$ cat src/rtl/button_conditioner.sv
// Synchronises and debounces raw buttons and DIP switches, then emits one pulse per button press.
// Define BTN_AUTOREPEAT_EN to add a timed repeat-pulse train while a button is held.
module button_conditioner #(
    parameter int NUM_BTN         = 2,
    parameter int NUM_SW          = 4,
    parameter int BTN_ACTIVE_LOW  = 1,
    parameter int DEBOUNCE_CYCLES = 500000,
    parameter int REPEAT_DELAY    = 25000000,
    parameter int REPEAT_PERIOD   = 5000000
) (
    input  logic               clk,
    input  logic               rst,
    input  logic [NUM_BTN-1:0] btn_raw,
    input  logic [NUM_SW-1:0]  sw_raw,
    output logic [NUM_BTN-1:0] btn_pulse,
    output logic [NUM_BTN-1:0] btn_level,
    output logic [NUM_SW-1:0]  sw_stable
);

    localparam int NUM_IN = NUM_BTN + NUM_SW;
    localparam int DB_W   = $clog2(DEBOUNCE_CYCLES);
    localparam logic [DB_W-1:0] DB_LAST = DB_W'(DEBOUNCE_CYCLES - 1);

    if (DEBOUNCE_CYCLES < 2 || REPEAT_DELAY < 2 || REPEAT_PERIOD < 2) begin : g_bad_param
        $error("button_conditioner: timing parameters must be >= 2");
    end

    logic [NUM_IN-1:0]  in_log;
    logic [NUM_IN-1:0]  sync1_q;
    logic [NUM_IN-1:0]  sync2_q;
    logic [NUM_IN-1:0]  stable_q;
    logic [NUM_IN-1:0]  stable_d;
    logic [DB_W-1:0]    db_cnt_q [NUM_IN];
    logic [DB_W-1:0]    db_cnt_d [NUM_IN];
    logic [NUM_BTN-1:0] press;
    logic [NUM_BTN-1:0] pulse_d;
    logic [NUM_BTN-1:0] btn_pulse_q;

    // Buttons are flipped to 1 = pressed before synchronising so reset (0) means released.
    assign in_log = {sw_raw, (BTN_ACTIVE_LOW != 0) ? ~btn_raw : btn_raw};

    always_comb begin
        stable_d = stable_q;
        for (int i = 0; i < NUM_IN; i++) begin
            db_cnt_d[i] = '0;
            if (sync2_q[i] != stable_q[i]) begin
                if (db_cnt_q[i] == DB_LAST) begin
                    stable_d[i] = sync2_q[i];
                end else begin
                    db_cnt_d[i] = db_cnt_q[i] + DB_W'(1);
                end
            end
        end
    end

    assign press = stable_d[NUM_BTN-1:0] & ~stable_q[NUM_BTN-1:0];

    always_ff @(posedge clk or posedge rst) begin
        if (rst) begin
            sync1_q     <= '0;
            sync2_q     <= '0;
            stable_q    <= '0;
            btn_pulse_q <= '0;
            for (int i = 0; i < NUM_IN; i++) begin
                db_cnt_q[i] <= '0;
            end
        end else begin
            sync1_q     <= in_log;
            sync2_q     <= sync1_q;
            stable_q    <= stable_d;
            btn_pulse_q <= pulse_d;
            for (int i = 0; i < NUM_IN; i++) begin
                db_cnt_q[i] <= db_cnt_d[i];
            end
        end
    end

`ifdef BTN_AUTOREPEAT_EN
    localparam int RPT_MAX = (REPEAT_DELAY > REPEAT_PERIOD) ? REPEAT_DELAY : REPEAT_PERIOD;
    localparam int RPT_W   = $clog2(RPT_MAX);
    localparam logic [RPT_W-1:0] RPT_DELAY_LAST  = RPT_W'(REPEAT_DELAY - 1);
    localparam logic [RPT_W-1:0] RPT_PERIOD_LAST = RPT_W'(REPEAT_PERIOD - 1);

    logic [RPT_W-1:0]   rpt_cnt_q [NUM_BTN];
    logic [RPT_W-1:0]   rpt_cnt_d [NUM_BTN];
    logic [NUM_BTN-1:0] rpt_first_q;
    logic [NUM_BTN-1:0] rpt_first_d;
    logic [NUM_BTN-1:0] held;
    logic [NUM_BTN-1:0] rpt_hit;

    // held needs both cycles high so the falling cycle can never emit a repeat.
    always_comb begin
        rpt_first_d = rpt_first_q;
        for (int i = 0; i < NUM_BTN; i++) begin
            held[i]    = stable_d[i] & stable_q[i];
            rpt_hit[i] = held[i] &&
                         (rpt_cnt_q[i] == (rpt_first_q[i] ? RPT_DELAY_LAST : RPT_PERIOD_LAST));
            if (press[i] || !held[i] || rpt_hit[i]) begin
                rpt_cnt_d[i] = '0;
            end else begin
                rpt_cnt_d[i] = rpt_cnt_q[i] + RPT_W'(1);
            end
            if (press[i]) begin
                rpt_first_d[i] = 1'b1;
            end else if (rpt_hit[i]) begin
                rpt_first_d[i] = 1'b0;
            end
        end
    end

    assign pulse_d = press | rpt_hit;

    always_ff @(posedge clk or posedge rst) begin
        if (rst) begin
            rpt_first_q <= '0;
            for (int i = 0; i < NUM_BTN; i++) begin
                rpt_cnt_q[i] <= '0;
            end
        end else begin
            rpt_first_q <= rpt_first_d;
            for (int i = 0; i < NUM_BTN; i++) begin
                rpt_cnt_q[i] <= rpt_cnt_d[i];
            end
        end
    end
`else
    assign pulse_d = press;
`endif

    assign btn_pulse = btn_pulse_q;
    assign btn_level = stable_q[NUM_BTN-1:0];
    assign sw_stable = stable_q[NUM_IN-1:NUM_BTN];

endmodule
$ cat config.mk
export PLATFORM = sky130hd
export DESIGN_NAME = button_conditioner
export DESIGN_NICKNAME = d
export VERILOG_FILES = /design/src/rtl/button_conditioner.sv
export SDC_FILE = /design/constraint.sdc
export NUM_CORES = 1
export LEC_CHECK = 0
export CORE_ASPECT_RATIO = 0.7
export CORE_MARGIN = 2
export CORE_UTILIZATION = 56
export CTS_CLUSTER_SIZE = 12
export DETAILED_ROUTE_END_ITERATION = 7
export PLACE_DENSITY = 0.73
export SYNTH_ARGS = -nofsm -noshare
export SYNTH_HDL_FRONTEND = slang
export SYNTH_SLANG_ARGS = --single-unit
$ cat constraint.sdc
create_clock -name clk -period 5.2 [get_ports clk]
set_input_delay 1.3 -clock clk [delete_from_list [all_inputs] [get_ports clk]]
set_output_delay 1.3 -clock clk [all_outputs]
set_load 0.01 [all_outputs]
# == Yosys cells after proc, flatten, opt, wreduce, memory -nomap -nowiden ==
# Index checks and enable logic that the tools add are counted.
# word_totals
regBits,134
word_cells,55
mem_count,0
out_inout_bits,8
ram_bits,0
latch_bits,0
in_bits,8
rom_bits,0
# op_classes
bitwise_logic,3
addsub,6
multipliers,0
muxes,16
n_reduce_logical,4
div_mod_pow,0
shift,0
n_lt_le_gt_ge,0
eq_ne,12
# op_table
op,n
2-to-1 mux 19 bit,12
adder 19 x 1 -> 19 bit (second input constant),6
equality test 19 bit (second input constant),6
AND reduction 2 bit,4
inequality test 1 bit,6
2-to-1 mux 1 bit,4
inverter 2 bit,2
AND 2 bit,1

# == Logic depth before layout (Yosys ltp) ==
# Gate-level depths: netlist of the first run.
# logic_depth
depth_word,4
depth_mapped,6
ltp_nobuf,5

# == Least setup slack after synthesis of the first run ==
# Ideal clock, no wire load.
# synth_path
path_type,reg2reg
startpoint,register db_cnt_q[49] (netlist name)
endpoint,register stable_q[3]
arrival_time_ns,1.870
period_less_slack_ns,1.995
setup_time_ns,0.125
path_stages_with_launch,5
setup_slack_ns,3.205
path_buffers,0
required_ns,5.075
cell_sequence,dfrtp_1 -> or4_1 -> or4_4 -> nor2_1 -> mux2_2
# synth_via
elab_chain_len,2
# synth_rtl
element,line,rtl
start: declaration,33,logic [DB_W-1:0] db_cnt_q [NUM_IN];
start signal: indexed assignment,73,db_cnt_q[i] <= db_cnt_d[i];
equality test 19 bit,47,if (db_cnt_q[i] == DB_LAST) begin
AND reduction 2 bit (no line),-,
end signal: assignment,70,stable_q <= stable_d;
end: declaration,31,logic [NUM_IN-1:0] stable_q;
# Every way passes these cells.
# A chain may end at the register's enable or synchronous reset.

# == Worst setup path after layout of the first run ==
# layout_path
startpoint,register stable_q[1]
endpoint,output port btn_level[1]
# layout_rtl
element,line,rtl
end: declaration,16,"output logic [NUM_BTN-1:0] btn_level,"
# No word-level cell between the ends.

==> results of run 1 <==
## cells in the final DEF (no fill, tap or decap), drive strengths merged, types with 19 or more instances in the layout
cell type and count:
inv 28, nor2 97, a21oi 27, or3 19, dfrtp 134, nor3 20, nand3 37, o21ai 19
nand4 24, or4 19, nand2 34, clkbuf 25, xnor2 63
## flip-flops by register name (all words and copies together) (netlist names)
| register | flops |
|---|---|
| db_cnt_q | 114 |
| stable_q | 6 |
| sync1_q | 6 |
| sync2_q | 6 |
| btn_pulse | 2 |
## cell families (layout without fill, tap and decap cells)
logic type | count (synthesis) | after routing | synth area share
compound gates | 59 | 59 | 0.0578
xor+xnor | 81 | 81 | 0.112
fa+ha+maj | 6 | 6 | 0.0118
buf+inv | 38 | 77 | 0.0247
flops | 134 | 134 | 0.529
mux | 6 | 6 | 0.0107
simple gates | 305 | 305 | 0.254
## metrics by stage
step            util  total power [mW]  cells  area, sq um  hold slack [ns]
6_report       0.660              2.38    821         7270            0.347
5_1_grt        0.660              2.47    821         7270            0.358
4_1_cts        0.660              2.41    821         7270            0.348
3_5_place_dp   0.604              1.16    789         6650            0.335
3_3_place_gp   0.604              1.16    789         6650            0.335
2_1_floorplan      -              1.14    629         6340            0.331
## power groups by stage
stage,Combinational [mW],Sequential [mW],Clock (mW)
final,0.0669,1.08,1.24
after global routing,0.0778,1.08,1.31
after CTS,0.0698,1.08,1.26
after detailed placement,0.0691,1.09,0
after global placement,0.0658,1.09,0
after floorplan,0.0493,1.09,0
## final cells by class
cell class / instances / share of cell area
Clock buffer: 25 / 0.0695
Sequential cell: 134 / 0.461
Multi-Input combinational cell: 457 / 0.389
Timing Repair Buffer: 17 / 0.0227
Tap cell: 153 / 0.0263
Inverter: 28 / 0.0148
Clock inverter: 7 / 0.0160
## routing by layer
metal  global-route usage  part of all wire  vias to the layer above
met2                0.337              0.46                       75
li1                     -                 -                     2271
met1                0.285              0.49                     2237
met4               0.0562            0.0087                        0
met5                    0                 0                        -
met3               0.0542             0.037                       12
## final timing paths
check	startpoint	endpoint	slack (ns)	cells after the start
max	stable_q[1]$_DFF_PP0_	btn_level[1]	2.54	1
min	sync1_q[5]$_DFF_PP0_	sync2_q[5]$_DFF_PP0_	0.35	0
max reg2reg	db_cnt_q[57]$_DFF_PP0_	db_cnt_q[59]$_DFF_PP0_	2.89	4
min reg2reg	sync1_q[5]$_DFF_PP0_	sync2_q[5]$_DFF_PP0_	0.35	0
max in group asynchronous	rst	db_cnt_q[43]$_DFF_PP0_	2.78	3
min in group asynchronous	rst	sync2_q[5]$_DFF_PP0_	1.40	2
==> results.md, run 1 <==
- #FFs+latches synth: between 100 and 150
- CP endpoint kind: output pin
- WP buf/inv: 1
- Status: complete, no violations
- Reg clk slew, reported paths: roughly 0.06 ns
- Synth Net Count: 643
- Sw frac: 0.203
- Slowest cell delay on critical path: 0.56 ns
- Area of the die: roughly 12000 sq um
- Final wirelength: about 12 mm
- P per Cell Area: approximately 330 nW/um^2
- Fmax: 376 MHz
- Antenna cell count: 0
- Core Box Area: ~11000 sq um
- Post-DR vias/cell: roughly 5.6
- Crit path time final: roughly 2.7 ns
- Psw: slightly below 0.5 mW
- Initial DRT Pass Iterations: 4
- Post-synth EDFFs: 0
- Flop pwr share: 0.452
- Storage element area: 3350 sq um
- Routed WL per cell: about 14 um
- Post-CTS setup buffer count: 0
- Count of final setup violators: 0
- Post-route ant nets: 0
- Worst-path cell chain: clkdlybuf4s50_1
- # fillers: 842
- Buffers added on ports: 15
- Clk buf depth: 2
- TritonCTS buffer count: 17
- Maximum VDD drop: between 200 and 300 uV
- Chip width: 131 um
- Mapped Area: around 6300 sq um
- Max_cap viols: 0
- Slowest stage cell, crit path: clkdlybuf4s50_1
- CTS Sinks: 134
- Hold-fix buffers, CTS: 0
- Leading area contributor after synthesis: dfrtp_1
- Final period utilization: 0.511
- Cells resized by post-CTS repair: 0
- Worst-Margin Slew: 1.24 ns
- Critical Path RT: ~3.9 ns
- Pins over their slew limit: 0
- Die H: 93.0 um
- Async set-or-reset flop fraction in the synthesized netlist: 1.00
- Multi-input gate area: around 2800 sq um
- Critical Path Start Type: flip-flop
- H-tree levels: 4
- Routed via count: between 4k and 5k
- Crit Path Category: flip-flop to output pin
- CP Max Fanout: 4
- Vias in the first global route: between 4k and 5k
- Final Skew: around 0.017 ns
- HP Class: flip-flop to flip-flop
- Setup TNS: 0 ns
- DR iter-0 viols: 385
- DP Worst Slack: approximately 2.3 ns
- Clock network power share: 0.520
- I/O pin count: 16
- Worst skew pair latency: 0.41 ns
- Synth cell types: 42
- Num rows: 32
- Fin nets: 669
- Logic pwr share: 0.028
- Delay-heaviest family, CP: buffers and inverters
- CP arrival: roughly 1.4 ns
- Starting density of the core: 0.576
- Clk root buf: clkbuf_16
- CTS tree: done
- Layout area overhead: 14.7%
- Ranking of synthesized cells by area: dfrtp_1 53%, xnor2_1 8.7%, nor2_1 5.7%
- Avg Cell Area, Syn: between 10 and 15 sq um
- GRT Total Usage: 0.209
- Main synth FF type: dfrtp_1
- Yosys top cell area share: 0.529
- Largest net degree at the start of global routing: 67
- Int Power: 1.90 mW
- Layout cell share with drive strength beyond 1: 0.0823
- Antenna violations before repair: 0
- Yosys warnings: 0
- P_leak: approximately 2.8 nW
- Grt total ovfl: 0
- Slew Limit Headroom: 0.167
- Post-synthesis cell count: about 630
- RSZ-0062 raised after global routing: no
- DRC: 0
- DP HPWL: ~7.8 mm
- Seq/Total Area, Yosys: 0.529
- Final Hold Viols: 0
- Worst Setup Slack, final: approximately 2.5 ns
- Synth cell count leaders: 134 x dfrtp_1, 97 x nor2_1, 63 x xnor2_1
- Most frequent cell after synthesis: dfrtp_1
- Gp weighted congestion: around 0.82
- First-pass GRT wire length: between 20 and 25 mm
(Power assumes the default switching activity.)
==> run 2, diff against run 1 <==
--- a/config.mk
+++ b/config.mk
@@ -7,10 +7,10 @@
 export LEC_CHECK = 0
 export CORE_ASPECT_RATIO = 0.7
 export CORE_MARGIN = 2
-export CORE_UTILIZATION = 56
+export CORE_UTILIZATION = 60
 export CTS_CLUSTER_SIZE = 12
 export DETAILED_ROUTE_END_ITERATION = 7
-export PLACE_DENSITY = 0.73
+export PLACE_DENSITY = 0.75
 export SYNTH_ARGS = -nofsm -noshare
 export SYNTH_HDL_FRONTEND = slang
 export SYNTH_SLANG_ARGS = --single-unit
==> constraint.sdc (replaced) <==
create_clock -name clk -period 2.8 [get_ports clk]
set_input_delay 0.7 -clock clk [delete_from_list [all_inputs] [get_ports clk]]
set_output_delay 0.7 -clock clk [all_outputs]
set_load 0.01 [all_outputs]
==> run 2 against run 1 <==
Count of clock-buffer cells in the layout down 3. Highest routed layer unchanged. Register-to-register slack worse by 2.3 ns. Die area down 6.4%. Critical path depth up 4.
==> results.md, run 2 (synthesis gave the netlist of run 1 again) <==
- H-tree levels: 4 (unchanged)
- Hold Path Depth: 0 (unchanged)
- Worst Setup Slack, final: 0.614 ns (-1.93 ns)
- Reg-to-reg slack, setup: 0.61 ns (-2.28 ns)
- Die H: 90.0 um (-3.2%)
- Critical Path RT: 3.14 ns (-0.76 ns)
- CP arrival: 2.52 ns (+1.16 ns)
- Core Box Area: 10300 sq um (-6.3%)
- Layout cell share with drive strength beyond 1: 0.0879 (+0.00559)
- RSZ-0062 raised after global routing: no
- DR iter-0 viols: 448 (+16%)
- I/O pin count: 16 (unchanged)
- Final Hold Viols: 0 (unchanged)
- CP Max Fanout: 7 (+3)
- Post-DR vias/cell: 5.91 (+5.6%)
- Grt total ovfl: 0 (unchanged)
- Post-CTS setup buffer count: 0 (unchanged)
- HP Class: flip-flop to flip-flop
- Status: complete, no violations
- DRC: 0 (unchanged)
- CP endpoint kind: flip-flop
- Commonest non-fill, non-tap cell in the layout: dfrtp_1
- Fin nets: 673 (+0.60%)
- Area of the die: 11400 sq um (-6.4%)
- Gp weighted congestion: 0.823 (+0.87%)
- Maximum VDD drop: 443 uV (+62%)
- Crit Path Category: flip-flop to flip-flop
- Num rows: 31 (-3.1%)
- # fillers: 756 (-10%)
- Pins over their slew limit: 0 (unchanged)
- Cells resized by post-CTS repair: 0 (unchanged)
- P per Cell Area: 624 nW/um^2 (+90%)
- Worst-Margin Slew: 0.734 ns (-0.508 ns)
- Worst skew pair latency: 0.41 ns (about the same)
- Count of final setup violators: 0 (unchanged)
- First-pass GRT wire length: 22.2 mm (+7.2%)
- CTS tree: done
- Met1 GRT Util: 0.339 (+0.0536)
- Antenna cell count: 0 (unchanged)
- Starting density of the core: 0.614 (+0.0387)
- Vias in the first global route: 4693 (+4.9%)
- Final wirelength: 12.4 mm (+6.6%)
- Hold-fix buffers, CTS: 0 (unchanged)
- Worst Hold Launch: sync1_q[1]$_DFF_PP0_
- Dpl cell area: 6680 sq um (+0.45%)
- Routed WL per cell: 15.5 um (+9.0%)
- Slew Limit Headroom: 0.511 (+0.344)
- Routed via count: 4745 (+3.3%)
- Post-route ant nets: 0 (unchanged)
- Layout area overhead: 15.5%
- R2R Path Start: db_cnt_q[95]$_DFF_PP0_
- GRT met2 Usage: 0.368 (+0.0314)
- GRT Total Usage: 0.241 (+0.0318)
- Largest net degree at the start of global routing: 74 (+10%)
- PnR Total Power: 4.57 mW (+92%)
- Crit path time final: between 2 and 2.5 ns
- Critical Path Start Type: flip-flop
- Hold Path Sink: sync2_q[1]$_DFF_PP0_
- TritonCTS buffer count: 17 (unchanged)
- Largest Register: db_cnt_q
- GRT busiest layer: met2
- Max_cap viols: 0 (unchanged)
- Max reg flops: 114 (unchanged)
- Setup TNS: 0 ns (unchanged)
- Met3 Use GR: 0.0571 (+0.00294)
- Design area: 7320 sq um (+0.76%)
- DP HPWL: 8.00 mm (+3.2%)
- Final Skew: 0.00627 ns (-0.0105 ns)
- Worst flop-to-flop path endpoint: db_cnt_q[113]$_DFF_PP0_
- Antenna violations before repair: 0 (unchanged)
- CTS Sinks: 134 (unchanged)
- Reg clk slew, reported paths: 0.05 ns (about the same)
- Final period utilization: 0.781
- P_leak: 2.87 nW (+1.3%)
- DP Worst Slack: 0.608 ns (-1.65 ns)
- Clk root buf: clkbuf_16
- Chip width: 127 um (-3.3%)
- Fmax: roughly 460 MHz
- Worst R2R Path Depth: 5 (+1)
- Buffers added on ports: 15 (unchanged)
- Clk buf depth: 2 (unchanged)
- Most frequent cells in the layout: 134 x dfrtp_1, 97 x nor2_1, 63 x xnor2_1
- Initial DRT Pass Iterations: 5 (+1)
-- run 2: worst max path at each step --
stage	startpoint	endpoint	slack, ns
floorplan	rst	btn_pulse[0]$_DFF_PP0_	0.43
global placement	db_cnt_q[57]$_DFF_PP0_	db_cnt_q[75]$_DFF_PP0_	0.67
detailed placement	db_cnt_q[57]$_DFF_PP0_	db_cnt_q[75]$_DFF_PP0_	0.61
CTS	db_cnt_q[57]$_DFF_PP0_	db_cnt_q[75]$_DFF_PP0_	0.61
global route	db_cnt_q[57]$_DFF_PP0_	db_cnt_q[75]$_DFF_PP0_	0.46
finish	db_cnt_q[95]$_DFF_PP0_	db_cnt_q[113]$_DFF_PP0_	0.61
-- run 2: power breakdown --
| part | internal, mW | switching (mW) | leakage, nW |
|---|---|---|---|
| clock network | 1.64 | 0.800 | 0.316 |
| registers | 1.97 | 0.0296 | 1.83 |
| logic | 0.0430 | 0.0891 | 0.727 |
| total | 3.65 | 0.919 | 2.87 |
-- run 2: per-stage QoR --
step | utilization | instances | hold slack [ns]
after floorplan | - | 629 | 0.331
after global placement | 0.647 | 772 | 0.332
after detailed placement | 0.647 | 772 | 0.339
after CTS | 0.710 | 803 | 0.352
after global routing | 0.710 | 803 | 0.364
final | 0.710 | 803 | 0.350
-- run 2: critical path, stage by stage, from the launching register on --
cell	delay, ns
dfrtp_1	0.42
ha_1	0.25
nand3_1	0.30
or4_1	0.66
or3_1	0.33
a21oi_1	0.14
-- run 2: layout make-up --
type                    instances  area (sq um)  share of cell area
multi-input cells             457          2830               0.386
clock inverters                 9           173              0.0236
flip-flops and latches        134          3350               0.458
clock buffers                  22           474              0.0648
inverters                      28           109              0.0149
repair buffers                 21           220              0.0301
well taps                     132           165              0.0226
-- run 2: routing by layer --
layer | vias to the layer above | share of wire | routed length, um
met5 | - | 0 | 0
met4 | 0 | 0.015 | 185
met1 | 2354 | 0.48 | 5980
met2 | 97 | 0.47 | 5800
met3 | 21 | 0.037 | 466
li1 | 2273 | - | -
==> run 3, diff against run 2 <==
--- a/config.mk
+++ b/config.mk
@@ -7,10 +7,10 @@
 export LEC_CHECK = 0
 export CORE_ASPECT_RATIO = 0.7
 export CORE_MARGIN = 2
-export CORE_UTILIZATION = 60
+export CORE_UTILIZATION = 56
 export CTS_CLUSTER_SIZE = 12
 export DETAILED_ROUTE_END_ITERATION = 7
-export PLACE_DENSITY = 0.75
+export PLACE_DENSITY = 0.73
 export SYNTH_ARGS = -nofsm -noshare
 export SYNTH_HDL_FRONTEND = slang
 export SYNTH_SLANG_ARGS = --single-unit
==> constraint.sdc (replaced) <==
create_clock -name clk -period 1.78 [get_ports clk]
set_input_delay 0.445 -clock clk [delete_from_list [all_inputs] [get_ports clk]]
set_output_delay 0.445 -clock clk [all_outputs]
set_load 0.01 [all_outputs]
==> run 3 against run 2 <==
Global-route usage up 0.94 points. Combinational power up 140%. Flip-flop and latch count unchanged. First-iteration DRC count down 21%. The run now ends with setup timing left. Critical path depth unchanged. Die area up 6.9%. Highest routed layer unchanged. Clock power up 51%. Final cell count up 15%. Sequential power up 57%. Total power up 56%. Worst hold slack worse by 0.0039 ns.
==> results.md, run 3 (synthesis gave the netlist of run 1 again) <==
- Gp weighted congestion: 0.896 (+8.9%)
- GRT busiest layer: met2
- CTS Sinks: 134 (unchanged)
- Critical Path Start Type: flip-flop
- Worst skew pair latency: 0.41 ns (about the same)
- Slowest stage cell, crit path: or4_4
- Max reg flops: 114 (unchanged)
- Worst-Margin Slew: 0.380 ns (-0.354 ns)
- Final period utilization: 1.13 (+0.345)
- Routed via count: 5177 (+9.1%)
- Buffers added on ports: 15 (unchanged)
- Fmax: 499 MHz (+9.1%)
- TritonCTS buffer count: 17 (unchanged)
- Die H: 93.0 um (+3.4%)
- Slowest cell delay on critical path: 0.55 ns (-0.11 ns)
- DR iter-0 viols: 355 (-21%)
- Logic pwr share: 0.045 (+0.016)
- Design area: 8360 sq um (+14%)
- Fin nets: 772 (+15%)
- Grt total ovfl: 0 (unchanged)
- Final Hold Viols: 0 (unchanged)
- Max_cap viols: 0 (unchanged)
- Initial DRT Pass Iterations: 5 (unchanged)
- H-tree levels: 4 (unchanged)
- Clk buf depth: 2 (unchanged)
- P per Cell Area: 854 nW/um^2 (+37%)
- Pins over their slew limit: 0 (unchanged)
- Final Skew: 0.00907 ns (+0.00280 ns)
- RSZ-0062 raised after global routing: yes
- CTS tree: done
- Setup TNS: -7.00 ns (-7.00 ns)
- Count of final setup violators: 40 (+40)
- Starting density of the core: 0.576 (-0.0387)
- Commonest non-fill, non-tap cell in the layout: dfrtp_1
- Slew Limit Headroom: 0.744 (+0.234)
- Clk root buf: clkbuf_16
- Vias in the first global route: 5085 (+8.4%)
- Core Box Area: 11000 sq um (+6.7%)
- Layout cell share with drive strength beyond 1: 0.278 (+0.190)
- Hold-fix buffers, CTS: 0 (unchanged)
- Layout area overhead: 31.8%
- Worst Setup Slack, final: -0.223 ns (-0.837 ns)
- Area of the die: 12200 sq um (+6.9%)
- Chip width: 131 um (+3.4%)
- Failing checks: setup timing
- I/O pin count: 16 (unchanged)
- CP arrival: 2.27 ns (-0.25 ns)
- Num rows: 32 (+3.2%)
- Flop pwr share: 0.440 (+0.003)
- DRC: 0 (unchanged)
- Hold WS: 0.346 ns (-0.00386 ns)
- Reg clk slew, reported paths: 0.06 ns (about the same)
- WP buf/inv: 1 (+1)
- Maximum VDD drop: 741 uV (+67%)
- CP Max Fanout: 6 (-1)
- CP endpoint kind: flip-flop
- Largest Register: db_cnt_q
- GRT Total Usage: 0.250 (+0.00938)
- Int Power: 5.61 mW (+54%)
- Clock network power share: 0.516 (-0.018)
- DP HPWL: 9.26 mm (+16%)
- Most frequent cells in the layout: 132 x dfrtp_1, 98 x buf_4, 84 x nor2_1
- Delay-heaviest family, CP: simple AND/OR/NAND/NOR gates
- Routed WL per cell: 15.5 um (+0.28%)
- Status: finished, violations left
- Critical Path RT: 2.05 ns (-1.09 ns)
- Final wirelength: 14.3 mm (+15%)
- Antenna violations before repair: 0 (unchanged)
- Post-route ant nets: 0 (unchanged)
- Crit Path Category: flip-flop to flip-flop
- Post-DR vias/cell: 5.61 (-5.1%)
- HP Class: flip-flop to flip-flop
- Dpl cell area: 7410 sq um (+11%)
- GRT met2 Usage: 0.399 (+0.0308)
- First-pass GRT wire length: 24.5 mm (+10%)
- Crit path time final: 2.00 ns (-0.183 ns)
- Worst-path cell chain: or4_1 > or4_4 > o21ai_4 > buf_6 > a21oi_1
- Met1 GRT Util: 0.347 (+0.00782)
- Largest net degree at the start of global routing: 72 (-2.7%)
- Antenna cell count: 0 (unchanged)
- PnR Total Power: 7.14 mW (+56%)
- Sw frac: 0.214 (+0.0133)
- Met3 Use GR: 0.0575 (+0.000310)
- Psw: 1.53 mW (+66%)
- P_leak: 3.38 nW (+18%)
==> run 3: changes by cell type in the layout (fill, tap and decap cells not counted), sizes merged <==
cell and delta:
buf +99, inv +1, clkbuf -3, clkdlybuf4s50 -6, bufinv -1, clkinvlp +3, dlygate4sd2 +6
==> run 3: layer usage <==
metal  vias up  part of all wire
li1       2480                 -
met1      2558              0.46
met2       121              0.48
met3        18             0.041
met4         0             0.015
met5         -                 0
==> run 3: worst register-to-register path: cells and delay by family, from the launching register on <==
kind                   cells  cell delay, ns
flip-flops                 1            0.38
buffers and inverters      1            0.17
AO/OA/AOI/OAI              2            0.26
AND/OR/NAND/NOR            2            1.05
==> run 3: area by class of cell <==
| class | instances | area [sq um] |
|---|---|---|
| Timing Repair Buffer | 120 | 992 |
| Tap cell | 153 | 191 |
| Multi-Input combinational cell | 457 | 3090 |
| Sequential cell | 134 | 3360 |
| Fill cell | 726 | 2650 |
| Clock inverter | 12 | 178 |
| Inverter | 28 | 109 |
| Clock buffer | 19 | 443 |
==> run 3: per-stage QoR <==
stage | util | instances | setup slack [ns]
global placement | 0.673 | 876 | -0.221
global route | 0.759 | 923 | -0.264
floorplan | - | 629 | -0.330
CTS | 0.740 | 912 | -0.205
detailed placement | 0.673 | 876 | -0.238
finish | 0.759 | 923 | -0.223
==> run 3: path summary, 6_finish.rpt <==
check                                      start                       to  slack, ns  cells after the start
min in group asynchronous                    rst  db_cnt_q[100]$_DFF_PP0_       0.50                      3
setup / recovery           db_cnt_q[7]$_DFF_PP0_   db_cnt_q[18]$_DFF_PP0_      -0.22                      5
max in group asynchronous                    rst   db_cnt_q[23]$_DFF_PP0_       0.92                      3
setup reg to reg           db_cnt_q[7]$_DFF_PP0_   db_cnt_q[18]$_DFF_PP0_      -0.22                      5
hold reg to reg             sync1_q[0]$_DFF_PP0_     sync2_q[0]$_DFF_PP0_       0.35                      0
hold / removal              sync1_q[0]$_DFF_PP0_     sync2_q[0]$_DFF_PP0_       0.35                      0
==> run 3: repair_timing <==
item	4_1_cts	5_1_grt
buffers inserted	5	11
gates resized for setup	30	31
gates cloned	0	0
pin swaps	2	13
setup endpoints to repair	54	71
==> run 3: power groups by stage <==
stage | registers, mW | logic [mW] | clock network (mW)
floorplan | 3.19 | 0.151 | 0
global placement | 3.18 | 0.279 | 0
detailed placement | 3.19 | 0.292 | 0
CTS | 3.13 | 0.308 | 3.75
global route | 3.14 | 0.360 | 3.90
finish | 3.14 | 0.320 | 3.68
